File: config.mk
export PLATFORM = sky130hd
export DESIGN_NAME = fetch_stage
export DESIGN_NICKNAME = d
export VERILOG_FILES = /design/src/rtl/fetch_stage.sv
export SDC_FILE = /design/constraint.sdc
export NUM_CORES = 1
export LEC_CHECK = 0
export CORE_AREA = 2 2 200 202
export DETAILED_ROUTE_END_ITERATION = 16
export DIE_AREA = 0 0 202 204
export PLACE_DENSITY = 0.75
export SYNTH_ARGS = -nofsm -noshare
export SYNTH_HDL_FRONTEND = slang
export SYNTH_SLANG_ARGS = --single-unit
File: constraint.sdc
create_clock -name clk -period 9.2 [get_ports clk]
set_input_delay 1.84 -clock clk [delete_from_list [all_inputs] [get_ports clk]]
set_output_delay 1.84 -clock clk [all_outputs]
set_load 0.02 [all_outputs]
File: src/rtl/fetch_stage.sv
// ---------------------------------------------------------------------------
// fetch_stage
//   Instruction-fetch stage in front of decoder_control. Owns the PC, issues
//   in-order word fetches over a valid/ready request channel, queues the
//   in-order responses in a small {pc,inst} buffer and presents the buffer
//   head to decode. Honours the decode load-use stall and redirects from
//   branch/jalr (br_taken) and trap (trap_valid, higher priority).
//
// Ports
//   clk, rst                         clock, synchronous active-high reset
//   imem_req_valid/ready/addr        fetch request channel (word address)
//   imem_rsp_valid/data              in-order responses, >=1 cycle after accept
//   br_taken/br_target               redirect from execute
//   trap_valid/trap_vector           trap redirect, wins over br_taken
//   stall_flag, ds_allowin           decode back-pressure
//   fs_to_ds_valid, pc_out, inst_out presented instruction (NOP_INST if none)
// ---------------------------------------------------------------------------
module fetch_stage #(
  parameter logic [31:0] RESET_PC = 32'h0000_0000,
  parameter int          DEPTH    = 2,
  parameter logic [31:0] NOP_INST = 32'h0000_0013
) (
  input  logic        clk,
  input  logic        rst,
  output logic        imem_req_valid,
  input  logic        imem_req_ready,
  output logic [31:0] imem_req_addr,
  input  logic        imem_rsp_valid,
  input  logic [31:0] imem_rsp_data,
  input  logic        br_taken,
  input  logic [31:0] br_target,
  input  logic        trap_valid,
  input  logic [31:0] trap_vector,
  input  logic        stall_flag,
  input  logic        ds_allowin,
  output logic        fs_to_ds_valid,
  output logic [31:0] pc_out,
  output logic [31:0] inst_out
);

  // Storage is sized for the largest legal DEPTH; only DEPTH slots are used.
  localparam int               SLOTS    = 4;
  localparam logic [2:0]       DEPTH_C  = 3'(DEPTH);
  localparam logic [1:0]       LAST_IDX = 2'(DEPTH - 1);

  function automatic logic [1:0] ptr_inc(input logic [1:0] p);
    return (p == LAST_IDX) ? 2'd0 : p + 2'd1;
  endfunction

  // State
  logic [31:0] fetch_pc_reg;
  logic [31:0] last_pc_reg;
  logic [2:0]  inflight_reg;   // live (not-to-be-dropped) outstanding requests
  logic [7:0]  drop_cnt_reg;   // outstanding responses to discard
  logic [1:0]  pcq_wr_reg, pcq_rd_reg;
  logic [1:0]  ibuf_wr_reg, ibuf_rd_reg;
  logic [2:0]  ibuf_cnt_reg;

  logic [31:0] pcq_mem       [SLOTS];
  logic [31:0] ibuf_pc_mem   [SLOTS];
  logic [31:0] ibuf_inst_mem [SLOTS];

  // Combinational control
  logic        redirect;
  logic [31:0] redirect_pc;
  logic        flush;
  logic        rsp_drop, rsp_live;
  logic        pop, accept;
  logic [2:0]  occupancy;
  logic [7:0]  outstanding, drop_cnt_next;
  logic [31:0] head_pc, head_inst;

  assign redirect    = trap_valid | br_taken;
  assign redirect_pc = trap_valid ? trap_vector : br_target;
  assign flush       = rst | redirect;

  assign rsp_drop = imem_rsp_valid && (drop_cnt_reg != 8'd0);
  assign rsp_live = imem_rsp_valid && (drop_cnt_reg == 8'd0);

  // Head is read asynchronously: decode sees the buffer head in the same cycle.
  assign head_pc   = ibuf_pc_mem[ibuf_rd_reg];
  assign head_inst = ibuf_inst_mem[ibuf_rd_reg];

  assign fs_to_ds_valid = !rst && !redirect && (ibuf_cnt_reg != 3'd0);
  assign pop            = fs_to_ds_valid && ds_allowin && !stall_flag;

  // A credit is one buffer slot that is neither occupied nor promised to a
  // live in-flight request. Dropped responses never reach the buffer, so
  // they do not hold credits; this lets the first post-redirect request go
  // out on the very next cycle.
  assign occupancy      = inflight_reg + ibuf_cnt_reg - {2'b00, pop};
  assign imem_req_valid = !rst && !redirect && (occupancy < DEPTH_C);
  assign accept         = imem_req_valid && imem_req_ready;
  assign imem_req_addr  = fetch_pc_reg;

  assign pc_out   = rst ? 32'd0 : (fs_to_ds_valid ? head_pc : last_pc_reg);
  assign inst_out = fs_to_ds_valid ? head_inst : NOP_INST;

  // On flush every request still outstanding after this cycle's response
  // becomes a response to discard.
  assign outstanding   = drop_cnt_reg + {5'd0, inflight_reg};
  assign drop_cnt_next = (imem_rsp_valid && (outstanding != 8'd0)) ?
                         outstanding - 8'd1 : outstanding;

  // Control state
  always_ff @(posedge clk) begin
    if (flush) begin
      fetch_pc_reg <= rst ? RESET_PC : redirect_pc;
      pcq_wr_reg   <= 2'd0;
      pcq_rd_reg   <= 2'd0;
      ibuf_wr_reg  <= 2'd0;
      ibuf_rd_reg  <= 2'd0;
      ibuf_cnt_reg <= 3'd0;
      inflight_reg <= 3'd0;
      drop_cnt_reg <= drop_cnt_next;
      if (rst) begin
        last_pc_reg <= 32'd0;
      end
    end else begin
      if (accept) begin
        fetch_pc_reg <= fetch_pc_reg + 32'd4;   // wraps naturally at 2^32
        pcq_wr_reg   <= ptr_inc(pcq_wr_reg);
      end
      if (rsp_live) begin
        pcq_rd_reg  <= ptr_inc(pcq_rd_reg);
        ibuf_wr_reg <= ptr_inc(ibuf_wr_reg);
      end
      if (rsp_drop) begin
        drop_cnt_reg <= drop_cnt_reg - 8'd1;
      end
      if (pop) begin
        ibuf_rd_reg <= ptr_inc(ibuf_rd_reg);
      end
      if (fs_to_ds_valid) begin
        last_pc_reg <= head_pc;
      end
      inflight_reg <= inflight_reg + {2'b00, accept} - {2'b00, rsp_live};
      ibuf_cnt_reg <= ibuf_cnt_reg + {2'b00, rsp_live} - {2'b00, pop};
    end
  end

  // FIFO storage, no reset needed
  always_ff @(posedge clk) begin
    if (accept) begin
      pcq_mem[pcq_wr_reg] <= fetch_pc_reg;
    end
    if (!flush && rsp_live) begin
      ibuf_pc_mem[ibuf_wr_reg]   <= pcq_mem[pcq_rd_reg];
      ibuf_inst_mem[ibuf_wr_reg] <= imem_rsp_data;
    end
  end

  // The credit rule must keep the buffer from ever overflowing.
  always_ff @(posedge clk) begin
    if (!flush) begin
      assert (!(rsp_live && (ibuf_cnt_reg == DEPTH_C) && !pop));
    end
  end

endmodule

# After elaboration in Yosys (flattened, before gate mapping)
# Memories as Yosys holds them, arrays and structs flattened. A register that Yosys moved wholly into a read port is not among the register bits.
# Cells that the tools add are included.
# W data, S select, Z words.
# classes
addsub	14
magnitude_cmp	1
n_eq_ne	5
n_mux	26
bitwise	2
n_reduce_logical	20
# ops
cell	count
$mux W32	9
$add A32 B3 Y32 const B	1
$mux W8	3
$mux W2	10
$reduce_bool A8 Y1	2
$sub A8 B1 Y8 const B	2
$logic_and A1 B1 Y1	10
$sub A3 B1 Y3	3
$add A2 B1 Y2 const B	4
$add A8 B3 Y8	1
$eq A2 B1 Y1 const B	4
$logic_not A8 Y1	1
$add A3 B1 Y3	2
$logic_not A1 Y1	4
$mux W1	4
$reduce_bool A2 Y1	2
$add A3 B3 Y3	1
$lt A3 B2 Y1 const B	1
$reduce_bool A3 Y1	1
$ne A2 B2 Y1 const B	1
$or A1 B1 Y1	2
# totals
regBits	86
mem_bits_rw	384
input_bits	104
output_inout_bits	98
elab_cells	80
mem_count	3
# mem_list
memory	words	width	read_ports	rd_ports_with_merged_regs	wr	line_no	source
ibuf_inst_mem	4	32	1	1	1	61	logic [31:0] ibuf_inst_mem [SLOTS];
ibuf_pc_mem	4	32	1	1	1	60	logic [31:0] ibuf_pc_mem [SLOTS];
pcq_mem	4	32	1	1	1	59	logic [31:0] pcq_mem [SLOTS];

# Longest topological paths before layout
# depth
depth_word	12
depth_mapped	21
ltp_nobuf	20

# Worst setup path after synthesis
# Ideal clock, no wire load.
# synth_timing
path_type	input to register
start	input port trap_valid
end	memory ibuf_inst_mem[0][0], enable pin
setup_time_ps	644
t_arrival_ps	8800
required_ps	8556
slack_ps	-244
cell_stages	7
path_buffers	2
cell_sequence	inv_1 > nand2_1 > nor2_2 > inv_1 > buf_2 > buf_1 > nor4_1
# synth_between
elab_chain_len	6
# synth_lines
item	line_no	source
start, declared	32	input logic trap_valid,
$or A1 B1 Y1	73	assign redirect = trap_valid | br_taken;
$or A1 B1 Y1	75	assign flush = rst | redirect;
$logic_not A1 Y1	--	
$logic_and A1 B1 Y1	147	if (!flush && rsp_live) begin
$mux W1	147	
$mux W1 (not written as such)	149	ibuf_inst_mem[ibuf_wr_reg] <= imem_rsp_data;
end, declared	61	
# Every way passes these cells.

# Worst setup path after layout
# layout_timing
start	input port trap_valid
end	output port imem_req_valid
# layout_between
elab_chain_len	9
# layout_lines
item	line_no	source
$or A1 B1 Y1 *	73	
$logic_not A1 Y1 *	84, 92	
$logic_and A1 B1 Y1 *	84, 92	
$logic_and A1 B1 Y1	84	assign fs_to_ds_valid = !rst && !redirect && (ibuf_cnt_reg != 3'd0);
$logic_and A1 B1 Y1 (2 in series)	85	assign pop = fs_to_ds_valid && ds_allowin && !stall_flag;
$sub A3 B1 Y3	91	assign occupancy = inflight_reg + ibuf_cnt_reg - {2'b00, pop};
$lt A3 B2 Y1	92	assign imem_req_valid = !rst && !redirect && (occupancy < DEPTH_C);
$logic_and A1 B1 Y1 *	92	
end, declared	25	output logic imem_req_valid,
# Every way passes the cells marked *; elsewhere a longest branch is shown, timed or not.

==> summary.md <==
| Metric | Value |
|---|---|
| Outcome | finished, final reports clean |
| Htree depth | 2 |
| Required time worst endpoint | 7.36 ns |
| Worst Path Max Fanout | 30 |
| FF+latch count, synth | between 400 and 500 |
| Met1 WL | 17.8 mm |
| Final WL | 40.1 mm |
| Clock buffer depth | 3 |
| Worst slack at placement | 1.37 ns |
| Multi-input logic area | 5410 sq um |
| Post-synth ARST share | 0 |
| Sequential cell area fraction in the yosys report | 0.713 |
| Cell Pwr Density | 194 nW/um^2 |
| Max-slew headroom | 0.201 |
| Worst reg2reg path depth | 17 |
| Pin count of the biggest net entering global routing | 95 |
| Worst r2r src | ibuf_cnt_reg[0] |
| Synth warnings | 0 |
| Die area | approximately 41000 sq um |
| Post-CTS Setup Bufs | 0 |
| Worst Hold Depth | 2 |
| HP Class | reg -> reg |
| Syn Inst Count | between 1000 and 1500 |
| Final #Nets | 1486 |
| Number of synthesized flops with an enable pin | 456 |
| Tmin final | between 7 and 8 ns |
| First-pass GRT wire length | 61.9 mm |
| Final WS setup | 1.39 ns |
| # hold bufs at CTS | 0 |
| Mapped Nets | 1278 |
| Slew Limit Fails | 0 |
| Remaining antenna violation count after routing | 0 |
| Met2 WL | 19.0 mm |
| Distinct cells, synth | 52 |
| Clock-pin slew on the worst setup and hold paths | 0.06 ns |
| Vias per cell | between 5 and 6 |
| Gp weighted congestion | 0.861 |
| GR Overflow Total | 0 |
| Antenna diodes | 0 |
| Mux share of post-synthesis cell area | 0.122 |
| RR Endpoint | inflight_reg[2] |
| Area Growth Syn to Fin | 20.3% |
| Register Area | 14100 sq um |
| Clk sinks | 474 |
| Die Wd | roughly 200 um |
| IO Port Bufs | around 200 |
| Startpoint type of the worst setup path | primary input |
| CTS resizes | 0 |
| Syn avg cell area | 17.0 sq um |
| Leakage power | ~7.6 nW |
| Critical Path AT | 5.97 ns |
| Vias in the first global route | 11000 |
| Adder-cell area share of the yosys netlist | 0.0110 |
| Max Cap Viol | 0 |
| Core region area | 39200 sq um |
| Top Layer Used | met4 |
| TritonCTS Buffers | 45 |
| Fin crit share | 0.849 |
| Initial Utilization | 0.503 |
| CTS tree | yes |
| Rows | 73 |
| Worst Min Path Start | pcq_rd_reg[1] |
| Worst skew pair latency | approximately 0.55 ns |
| Number of fill cells | around 2800 |
| Final Setup Violations | 0 |
| Ys flop type | edfxtp_1 |
| DP HPWL | between 20 and 25 mm |
| RSZ-0062 raised after global routing | no |
| Largest family of logic cells by synthesized area | multiplexers |
| Post-synthesis compound-gate area fraction | 0.0320 |
| Root Buffer | clkbuf_16 |
| Worst vdd ir | 125 uV |
| Tightest Pin Transition | around 1.2 ns |
| Final TNS setup | 0 ns |
| DR vias | 10700 |
| Post-synthesis simple-gate area fraction | 0.0821 |
| WL/cell | 20.9 um |
| Setup crit end kind | output port |
| DRC Markers | 0 |
| Share of layout cells above drive strength 1 | 0.158 |
| Largest regs | ibuf_inst_mem: 128 flops, ibuf_pc_mem: 128 flops, pcq_mem: 128 flops |
| Die height | roughly 200 um |
| Cell area after synthesis | 19700 sq um |
| Worst clock skew | 0.0165 ns |
| Iter 0 DRT Violations | 679 |
| WL met3 | 2.42 mm |
| CP Class | in -> out |
| # IOs | 202 |
| R2R Setup Slk | a little over 5 ns |
| Fmax | 128 MHz |
| DRT Pass-1 Iters | 8 |
| Final hold vios | 0 |
| XOR/XNOR share of the synthesized area | 0.0239 |
| Initial antenna violation count | 0 |
| Total track usage | 0.196 |
-- critical path: stages --
cell and delay [ns]:
clkdlybuf4s50_1 0.39, buf_4 0.23, inv_1 0.59, nand2_1 0.24
nor2_2 0.12, buf_4 0.24, inv_1 0.12, nor2_4 0.12
nand3b_1 0.16, nor2_1 0.20, o21ai_0 0.14, fa_1 0.39
xor2_1 0.21, xnor2_1 0.13, and3_1 0.22, clkdlybuf4s50_1 0.62
-- stage by stage --
step            util  instance area (sq um)  std cells  hold slack (ns)  total power, mW
2_1_floorplan      -                  19700       1159            0.407             2.73
3_3_place_gp   0.569                  22300       1845            0.413             2.88
3_5_place_dp   0.569                  22300       1845            0.417             2.88
4_1_cts        0.605                  23700       1924            0.418             4.66
5_1_grt        0.605                  23700       1924            0.452             4.77
6_report       0.605                  23700       1924            0.424             4.61
-- report_power, final --
part / switching [mW] / leakage, nW / internal (mW)
registers: 0.0813 / 4.38 / 2.42
clock network: 0.750 / 0.691 / 1.02
logic: 0.177 / 2.52 / 0.163
-- cells in the final DEF (no fill, tap or decap), types with 13 or more instances in the layout --
cell / instances
inv_1: 17
a21oi_1: 33
mux2i_1: 23
nor2b_1: 32
dfxtp_1: 14
edfxtp_1: 456
clkinv_1: 13
mux4_2: 96
clkbuf_16: 46
o21ai_0: 49
nand2_1: 80
nand3_1: 18
buf_4: 33
nor2_1: 57
clkdlybuf4s50_1: 186
nand2b_1: 35
xnor2_1: 29
and2_1: 35
xor2_1: 23
-- Yosys cell counts (2+ instances only) --
cell type  instances  area, sq um
mux2_2             2         22.5
ha_1              11          138
nor4b_1            2         17.5
nor3_1             8         40.0
mux2i_1           23          230
nor4_2             2         25.0
dfxtp_1           18          360
buf_4              2         15.0
inv_1             17         63.8
and4_1             4         35.0
a31oi_1            3         18.8
a211oi_2           2         25.0
nand2b_1          36          225
a21oi_1           33          165
nand3_1           18         90.1
edfxtp_1         456        13700
buf_2             13         65.1
nor2b_1           32          200
o21ai_0           49          245
nor2_1            61          229
or3_1              4         25.0
a211o_1            2         17.5
nand2_1           80          300
mux4_2            96         2160
fa_1               4         80.1
buf_1              9         33.8
o211ai_1           5         37.5
xor2_1            23          201
nand4_1            7         43.8
nor4_1             4         25.0
o22ai_1            4         25.0
and3_1             8         50.1
clkbuf_1          35          131
nand3b_1           2         15.0
a211oi_1           4         30.0
o21a_1             2         15.0
xnor2_1           29          254
and2_1            35          219
-- metal layers --
layer	vias to the layer above	GRT usage
met5	-	0
met4	0	0.0575
met3	66	0.0313
met2	373	0.318
met1	5360	0.277
li1	4889	-
-- area by class of cell --
| type | instances | share of cell area |
|---|---|---|
| clock buffers | 50 | 0.0492 |
| clock inverters | 29 | 0.0105 |
| inverters | 17 | 0.00269 |
| multi-input cells | 609 | 0.228 |
| flip-flops and latches | 474 | 0.593 |
| well taps | 525 | 0.0277 |
| repair buffers | 220 | 0.0891 |
-- cell families (layout without fill, tap and decap cells) --
logic type                 Yosys count  count (layout)
xor gates and xnor gates            53              53
and+or+nand+nor                    311             311
AOI/OAI and AO/OA                  109             109
muxes                              121             121
adders and majority gates           15              15
DFF                                474             474
buffers and inverters               76             316
-- how the worst max path moves through the flow --
stage | startpoint | to | slack (ns) | cells after the start
global placement | trap_valid | imem_req_valid | 1.45 | 16
global route | trap_valid | imem_req_valid | 1.08 | 16
CTS | trap_valid | imem_req_valid | 1.35 | 16
detailed placement | trap_valid | imem_req_valid | 1.37 | 16
finish | trap_valid | imem_req_valid | 1.39 | 16
floorplan | trap_valid | pcq_mem[0][0] | 2.18 | 15
Note: power is estimated with default switching activity, not from simulation.
